$ cat config.mk
export PLATFORM = sky130hd
export DESIGN_NAME = pipelined_cla_adder
export DESIGN_NICKNAME = d
export VERILOG_FILES = /design/src/rtl/adder_pkg.sv /design/src/rtl/cla_segment.sv /design/src/rtl/pipelined_cla_adder.sv
export SDC_FILE = /design/constraint.sdc
export NUM_CORES = 1
export LEC_CHECK = 0
export ABC_AREA = 1
export BUFFER_PORTS_ARGS = -buffer_cell sky130_fd_sc_hd__buf_4
export CAP_MARGIN = 20
export CORE_MARGIN = 8
export CORE_UTILIZATION = 55
export DETAILED_ROUTE_END_ITERATION = 10
export PLACE_DENSITY_LB_ADDON = 0.08
export SLEW_MARGIN = 20
export SYNTH_ARGS = -nofsm -noshare
export SYNTH_HDL_FRONTEND = slang
export SYNTH_SLANG_ARGS = --single-unit
$ cat constraint.sdc
create_clock -name clk -period 2.7 [get_ports clk]
set_input_delay 0.135 -clock clk [delete_from_list [all_inputs] [get_ports clk]]
set_output_delay 0.135 -clock clk [all_outputs]
set_load 0.01 [all_outputs]
$ cat src/rtl/adder_pkg.sv
// ----------------------------------------------------------------------------
// adder_pkg : shared mode encoding and default sizing for the pipelined adder
// Revision  : 1.0
// ----------------------------------------------------------------------------
`default_nettype none

package adder_pkg;

  typedef enum logic {
    MODE_ADD = 1'b0,
    MODE_SUB = 1'b1
  } mode_e;

  localparam int DEF_WIDTH = 16;
  localparam int DEF_SEG_W = 4;

endpackage

`default_nettype wire

$ cat src/rtl/cla_segment.sv
// ----------------------------------------------------------------------------
// cla_segment : combinational carry-lookahead adder slice of SEG_W bits
// Revision    : 1.0
// ----------------------------------------------------------------------------
`default_nettype none

module cla_segment #(
  parameter int SEG_W = 4
) (
  input  logic [SEG_W-1:0] a,
  input  logic [SEG_W-1:0] b,
  input  logic             c_in,
  output logic [SEG_W-1:0] s,
  output logic             c_out
);

  logic [SEG_W-1:0] gen;
  logic [SEG_W-1:0] prop;
  logic [SEG_W:0]   carry;

  assign gen  = a & b;
  assign prop = a ^ b;

  // Each carry is a flat sum-of-products of generate/propagate terms.
  always_comb begin
    logic term;
    logic acc;
    carry    = '0;
    carry[0] = c_in;
    term     = 1'b0;
    acc      = 1'b0;
    for (int i = 0; i < SEG_W; i++) begin
      acc = c_in;
      for (int m = 0; m <= i; m++) acc = acc & prop[m];
      for (int j = 0; j <= i; j++) begin
        term = gen[j];
        for (int m = j + 1; m <= i; m++) term = term & prop[m];
        acc = acc | term;
      end
      carry[i+1] = acc;
    end
  end

  assign s     = prop ^ carry[SEG_W-1:0];
  assign c_out = carry[SEG_W];

endmodule

`default_nettype wire

$ cat src/rtl/pipelined_cla_adder.sv
// ----------------------------------------------------------------------------
// pipelined_cla_adder : segmented CLA add/sub, one segment resolved per stage
// Revision            : 1.0
// ----------------------------------------------------------------------------
`default_nettype none

module pipelined_cla_adder
  import adder_pkg::*;
#(
  parameter int WIDTH = DEF_WIDTH,
  parameter int SEG_W = DEF_SEG_W
) (
  input  logic             clk,
  input  logic             rst_n,
  input  logic             in_valid,
  output logic             in_ready,
  input  logic [WIDTH-1:0] A,
  input  logic [WIDTH-1:0] B,
  input  logic             cin,
  input  logic             mode,
  output logic             out_valid,
  input  logic             out_ready,
  output logic [WIDTH-1:0] R,
  output logic             cout,
  output logic             ovf,
  output logic             zero
);

  localparam int NSEG = (WIDTH + SEG_W - 1) / SEG_W;

  logic                       adv;
  logic [WIDTH-1:0]           b_eff;
  logic                       c_first;
  logic [NSEG-1:0]            valid_q, valid_d;
  logic [NSEG-1:0]            c_q, c_d;
  logic [NSEG-1:0][WIDTH-1:0] a_q, a_d;
  logic [NSEG-1:0][WIDTH-1:0] b_q, b_d;
  logic [NSEG-1:0][WIDTH-1:0] s_q, s_d;
  logic                       ovf_q, ovf_d;
  logic                       zero_q, zero_d;
  logic                       unused_bits;

  assign adv      = !out_valid || out_ready;
  assign in_ready = adv;

  assign b_eff   = (mode == MODE_SUB) ? ~B : B;
  assign c_first = (mode == MODE_SUB) ? 1'b1 : cin;

  for (genvar k = 0; k < NSEG; k++) begin : g_stage
    localparam int LO = k * SEG_W;
    localparam int SW = (k == NSEG - 1) ? (WIDTH - LO) : SEG_W;
    localparam logic [WIDTH-1:0] MASK = WIDTH'({SW{1'b1}}) << LO;

    logic [WIDTH-1:0] a_in, b_in, s_in;
    logic             c_in, v_in;
    logic [SW-1:0]    seg_s;
    logic             seg_c;

    if (k == 0) begin : g_head
      assign a_in = A;
      assign b_in = b_eff;
      assign s_in = '0;
      assign c_in = c_first;
      assign v_in = in_valid;
    end else begin : g_body
      assign a_in = a_q[k-1];
      assign b_in = b_q[k-1];
      assign s_in = s_q[k-1];
      assign c_in = c_q[k-1];
      assign v_in = valid_q[k-1];
    end

    cla_segment #(.SEG_W(SW)) u_seg (
      .a     (a_in[LO +: SW]),
      .b     (b_in[LO +: SW]),
      .c_in  (c_in),
      .s     (seg_s),
      .c_out (seg_c)
    );

    assign a_d[k]     = a_in;
    assign b_d[k]     = b_in;
    assign s_d[k]     = (s_in & ~MASK) | (WIDTH'(seg_s) << LO);
    assign c_d[k]     = seg_c;
    assign valid_d[k] = v_in;
  end

  assign ovf_d  = (a_d[NSEG-1][WIDTH-1] == b_d[NSEG-1][WIDTH-1]) &&
                  (s_d[NSEG-1][WIDTH-1] != a_d[NSEG-1][WIDTH-1]);
  assign zero_d = (s_d[NSEG-1] == '0);

  // Bubbles load zeros so the output word reads 0 whenever out_valid is low.
  always_ff @(posedge clk or negedge rst_n) begin
    if (!rst_n) begin
      valid_q <= '0;
      c_q     <= '0;
      a_q     <= '0;
      b_q     <= '0;
      s_q     <= '0;
      ovf_q   <= 1'b0;
      zero_q  <= 1'b0;
    end else if (adv) begin
      valid_q <= valid_d;
      for (int k = 0; k < NSEG; k++) begin
        a_q[k] <= valid_d[k] ? a_d[k] : '0;
        b_q[k] <= valid_d[k] ? b_d[k] : '0;
        s_q[k] <= valid_d[k] ? s_d[k] : '0;
        c_q[k] <= valid_d[k] & c_d[k];
      end
      ovf_q  <= valid_d[NSEG-1] & ovf_d;
      zero_q <= valid_d[NSEG-1] & zero_d;
    end
  end

  // Resolved low operand bits are carried only to keep the stage word uniform.
  assign unused_bits = ^{a_q, b_q};

  assign out_valid = valid_q[NSEG-1];
  assign R         = s_q[NSEG-1];
  assign cout      = c_q[NSEG-1];
  assign ovf       = ovf_q;
  assign zero      = zero_q;

endmodule

`default_nettype wire
After elaboration in Yosys (flattened, before gate mapping) --
Cells that the tools add are included. Widths: inputs -> output; s select.
Word-level totals: register bits after elaboration 146, output and inout port bits 21, logic and storage cells 134
Operators by class: equality and inequality tests 2, muxes and demuxes 12, bitwise gates (word level) 102, reduce and logical (&&, ||, !) cells 4
Operators with widths (number):
- $mux 16 | 8
- $and 1x1->1 | 46
- $or 1x1->1 | 40
- $xor 4x4->4 | 8
- $and 4x4->4 | 4
- $logic_not 16->1 | 1
- $not 16->16 | 1
- $or 12x16->16 | 1
- $mux 12 | 1
- $or 8x12->12 | 1
- $mux 8 | 1
- $or 4x8->8 | 1
- $mux 4 | 1
- $eq 1x1->1 | 1
- $logic_and 1x1->1 | 1
- $logic_not 1->1 | 1
- $logic_or 1x1->1 | 1
- $mux 1 | 1
- $ne 1x1->1 | 1

Longest topological paths before layout --
depth after elaboration 12, gate-level depth with buffers 13, mapped depth without buffers 12

By module --
From an unflattened synthesis, not the netlist that was laid out.
Second synthesis, totals: cells, all modules 494, area total of the unflattened synthesis 4585.6 µm²
Modules (own cells, without submodules):
- pipelined_cla_adder | times used 1, cells each 390, area each 3865.0 µm², seq. area each 2452.4 µm²
- cla_segment at g_stage[0].u_seg ... | times used 3, cells each 25, area each 176.4 µm², seq. area each 0.0 µm²
- cla_segment at g_stage[3].u_seg | times used 1, cells each 29, area each 191.4 µm², seq. area each 0.0 µm²

Worst setup path after synthesis --
No wires, ideal clock.
path kind input port to flip-flop, start in mode, end reg c_q[0], setup time 0.116 ns, arrival 1.506 ns, slack 1.078 ns, stages on the path 13, buffers on the path 1, path through buf_4 xnor2_1 inv_1 ha_1 ha_1 nand2_1 nand3b_1 nand2_1 nand2_1 nand2_1 nand2_1 nand2_1 nand2_1
On the way: cells in the longest elaborated chain, start to end 11, elaborated cells between the ends (all ways) 19
RTL lines:
- start: declaration | RTL line pipelined_cla_adder.sv:20 | input logic mode,
- $mux 16 | RTL line pipelined_cla_adder.sv:46 | assign b_eff = (mode == MODE_SUB) ? ~B : B;
- $xor 4x4->4 | RTL line cla_segment.sv:22 | assign prop = a ^ b;
- $and 1x1->1 (4 in a row) | RTL line cla_segment.sv:34 | for (int m = 0; m <= i; m++) acc = acc & prop[m];
- $or 1x1->1 (3 in a row) | RTL line cla_segment.sv:38 | acc = acc | term;
- $or 1x1->1 (*) | RTL line cla_segment.sv:38
- $and 1x1->1 (*) | RTL line pipelined_cla_adder.sv:108 | c_q[k] <= valid_d[k] & c_d[k];
- end signal: indexed assignment | RTL line pipelined_cla_adder.sv:108
- end: declaration | RTL line pipelined_cla_adder.sv:35 | logic [NSEG-1:0] c_q, c_d;
Every way passes the cells marked *; elsewhere a longest branch is shown, timed or not. A chain may end at the register's enable or synchronous reset.

Worst setup path after layout --
start reg valid_q[3], end reg zero_q (netlist: zero)
On the way: cells in the longest elaborated chain, start to end 2
RTL lines:
- start: declaration | RTL line pipelined_cla_adder.sv:34 | logic [NSEG-1:0] valid_q, valid_d;
- start signal: assignment | RTL line pipelined_cla_adder.sv:103 | valid_q <= valid_d;
- $logic_not 1->1 | RTL line pipelined_cla_adder.sv:43 | assign adv = !out_valid || out_ready;
- $logic_or 1x1->1 | RTL line pipelined_cla_adder.sv:43
- end signal: assignment | RTL line pipelined_cla_adder.sv:111 | zero_q <= valid_d[NSEG-1] & zero_d;
- end: declaration | RTL line pipelined_cla_adder.sv:40 | logic zero_q, zero_d;
No other way between the ends.

==> results.json <==
{
  "vias_per_cell": 5.003,
  "cp-end-kind": "flop",
  "port_buffers": 58,
  "r2r_start": "valid_q[3]",
  "cts_resized": 0,
  "pin_count": 59,
  "routed_wirelength_um": 8891,
  "ys.flop_type": "dfrtp_1",
  "clk_path_buf_depth": 2,
  "arrival_ns": 2.15,
  "rsz0062_at_grt": "no",
  "place.gp.congestion": 0.8037,
  "finalHoldViolCount": 0,
  "worstSetupPathType": "reg2reg",
  "drt.antenna.violating_nets": 0,
  "synth.avg_cell_area_um2": 9.706,
  "post_cts_buffers": 0,
  "irDropWorstVdd_mv": 0.3119,
  "antenna_found_initial": 0,
  "powerDensity_mw_per_mm2": 791.3,
  "worst_ep_required_time_ns": 3.00,
  "initial_utilization_pct": 55.89,
  "fmax_ghz": 0.5391,
  "finalSetupTns_ns": 0,
  "r2r-end": "zero",
  "cp-start-kind": "flop",
  "worstPathMaxFanout": 50,
  "synth_largest_area_cell": "dfrtp_1",
  "crit_chain": "nand2_4, buf_4, nand2_2, nor2_1, nand3_1, nor2_1, nand2_1, nand2_1",
  "diodes": 0,
  "num-fill-cells": 694,
  "hpwlAfterDp_um": 6199,
  "synth_edf_count": 0,
  "clk_pin_slew_ns": 0.09,
  "reg2reg_slack_ns": 0.84,
  "core-area_mm2": 0.008093,
  "worst_pin_slew_ns": 0.7160,
  "final_nets": 593,
  "hold_depth": 3,
  "grt_pass1_vias": 3373,
  "slowest_delay_ns": 0.50,
  "numCtsBuffers": 9,
  "r2r_cells": 8,
  "drtIter0Drc": 113,
  "ys_types": 27,
  "die_x_um": 106.7,
  "yosys_warnings": 0,
  "synth.net_count": 528,
  "htreeDepth": 3,
  "synth_seq_cells": 98,
  "rows": 33,
  "first_pass_iters": 6,
  "grt_overflow": 0,
  "root_buffer": "clkbuf_8",
  "holdPathEnd": "g_stage[1].a_in[12]",
  "synth_commonest_cells": "nand2_1, dfrtp_1, inv_1",
  "grt_max_degree": 53,
  "synthArstFlopShare_pct": 100.0,
  "netlist_instances": 466,
  "clkLatencyLatePin_ns": 0.35,
  "vias": 3207,
  "placed_area_mm2": 0.005005,
  "design_area_mm2": 0.005330,
  "setup_viol": 0,
  "layout_min_cycle_time_ns": 1.855,
  "final_max_slew_viol_count": 0,
  "ctsHoldBuffers": 11,
  "power.leakage_nw": 2.678,
  "cts.sinks": 98,
  "yosys-top-cells-area": "dfrtp_1, nand2_1, inv_1, ha_1, o21ai_0",
  "die-area_mm2": 0.01138,
  "synth.most_common_cell": "nand2_1",
  "drive_above_1_share_pct": 17.35,
  "netlist.area_leader.share_pct": 54.22,
  "cap_violations": 0,
  "max-slew-margin-rel_pct": 52.21,
  "dieHeight_um": 106.7,
  "grt_use_total_pct": 17.04,
  "syn_area_mm2": 0.004523,
  "cts_tree": "built",
  "status": "finished clean",
  "min_period_over_period_pct": 68.70,
  "grt_first_pass_wirelength_um": 15840,
  "clock_skew_ns": 0.01074,
  "hold_class": "in2reg",
  "wl_per_cell_um": 13.87,
  "drc": 0,
  "hp-start": "A[12]",
  "areaGrowthSynthToFinish_pct": 17.84,
  "slowest_stage": "buf_4",
  "ys_seq_area_share_pct": 54.22
}
[worst max path at each step]
stage	slack, ns	endpoint	startpoint
floorplan	1.08	c_q[0]	mode
detailed placement	0.84	c_q[0]	mode
CTS	0.85	zero	valid_q[3]
global route	0.63	zero	valid_q[3]
finish	0.84	zero	valid_q[3]
global placement	0.93	zero	valid_q[3]
[layer usage]
layer  global-route usage (%)  up-vias  share of wire [%]
li1                         -     1609                  -
met1                    21.92     1533                 48
met2                    28.42       54                 47
met3                    3.719       11                3.9
met4                    4.623        0                1.0
met5                        0        -                  0
[through the flow]
step | std cells | util (%) | total power, W | setup WS (ns) | hold WS, ns
3_5_place_dp | 613 | 61.84 | 0.003275 | 0.8430 | 0.2098
2_1_floorplan | 466 | - | 0.002897 | 1.078 | -0.1606
4_1_cts | 640 | 65.74 | 0.004258 | 0.8487 | 0.001100
3_3_place_gp | 613 | 61.84 | 0.003231 | 0.9271 | 0.2108
5_1_grt | 641 | 65.86 | 0.004534 | 0.6273 | 0.01467
6_report | 641 | 65.86 | 0.004218 | 0.8450 | 0.03201
[placed cells by master (no fill, tap or decap), types with 4 or more instances in the layout]
master,instances
nor2_1,14
dfrtp_1,98
clkbuf_8,11
fa_1,4
nand3b_1,6
o21ai_1,5
xnor2_1,13
nand3_1,9
inv_1,74
o21ai_0,38
dlygate4sd3_1,12
nand2_1,109
buf_4,60
o22ai_2,9
o22ai_1,28
xor2_1,6
a22o_1,5
ha_1,20
[cell type report]
type / instances / area (um^2) / area share [%]
Sequential cell: 98 / 2452 / 46.01
Multi-Input combinational cell: 272 / 1659 / 31.13
Timing Repair Buffer: 73 / 590.6 / 11.08
Inverter: 77 / 291.5 / 5.469
Clock buffer: 12 / 155.1 / 2.911
Tap cell: 105 / 131.4 / 2.465
Clock inverter: 4 / 50.05 / 0.9390
[worst max-delay path, delay by kind of cell, from the launching register on]
family	cells	cell delay, ns
AND/OR/NAND/NOR	7	0.86
buffers and inverters	1	0.50
flip-flops	1	0.43
[cells by family after synthesis]
family / count (synthesis) / synth area share (%)
adders and majority gates: 24 / 7.303
xor gates and xnor gates: 19 / 3.679
and+or+nand+nor: 143 / 13.42
DFF: 98 / 54.22
buffers and inverters: 96 / 9.101
AOI/OAI and AO/OA: 86 / 12.28
[report_power, final]
group          switching [W]  total [W]  leakage, nW  internal, W
Sequential          0.000152    0.00194         1.31      0.00179
Clock               0.000492   0.000970       0.0986     0.000478
Combinational       0.000819    0.00131         1.26     0.000488
[registers in the layout (all words and copies together), names as in the netlist]
| name | flops |
|---|---|
| g_stage.s_in | 24 |
| R | 16 |
| zero | 1 |
| g_stage.a_in | 24 |
| c_q | 4 |
| g_stage.b_in | 24 |
| valid_q | 4 |
| ovf | 1 |
(Power assumes the default switching activity.)
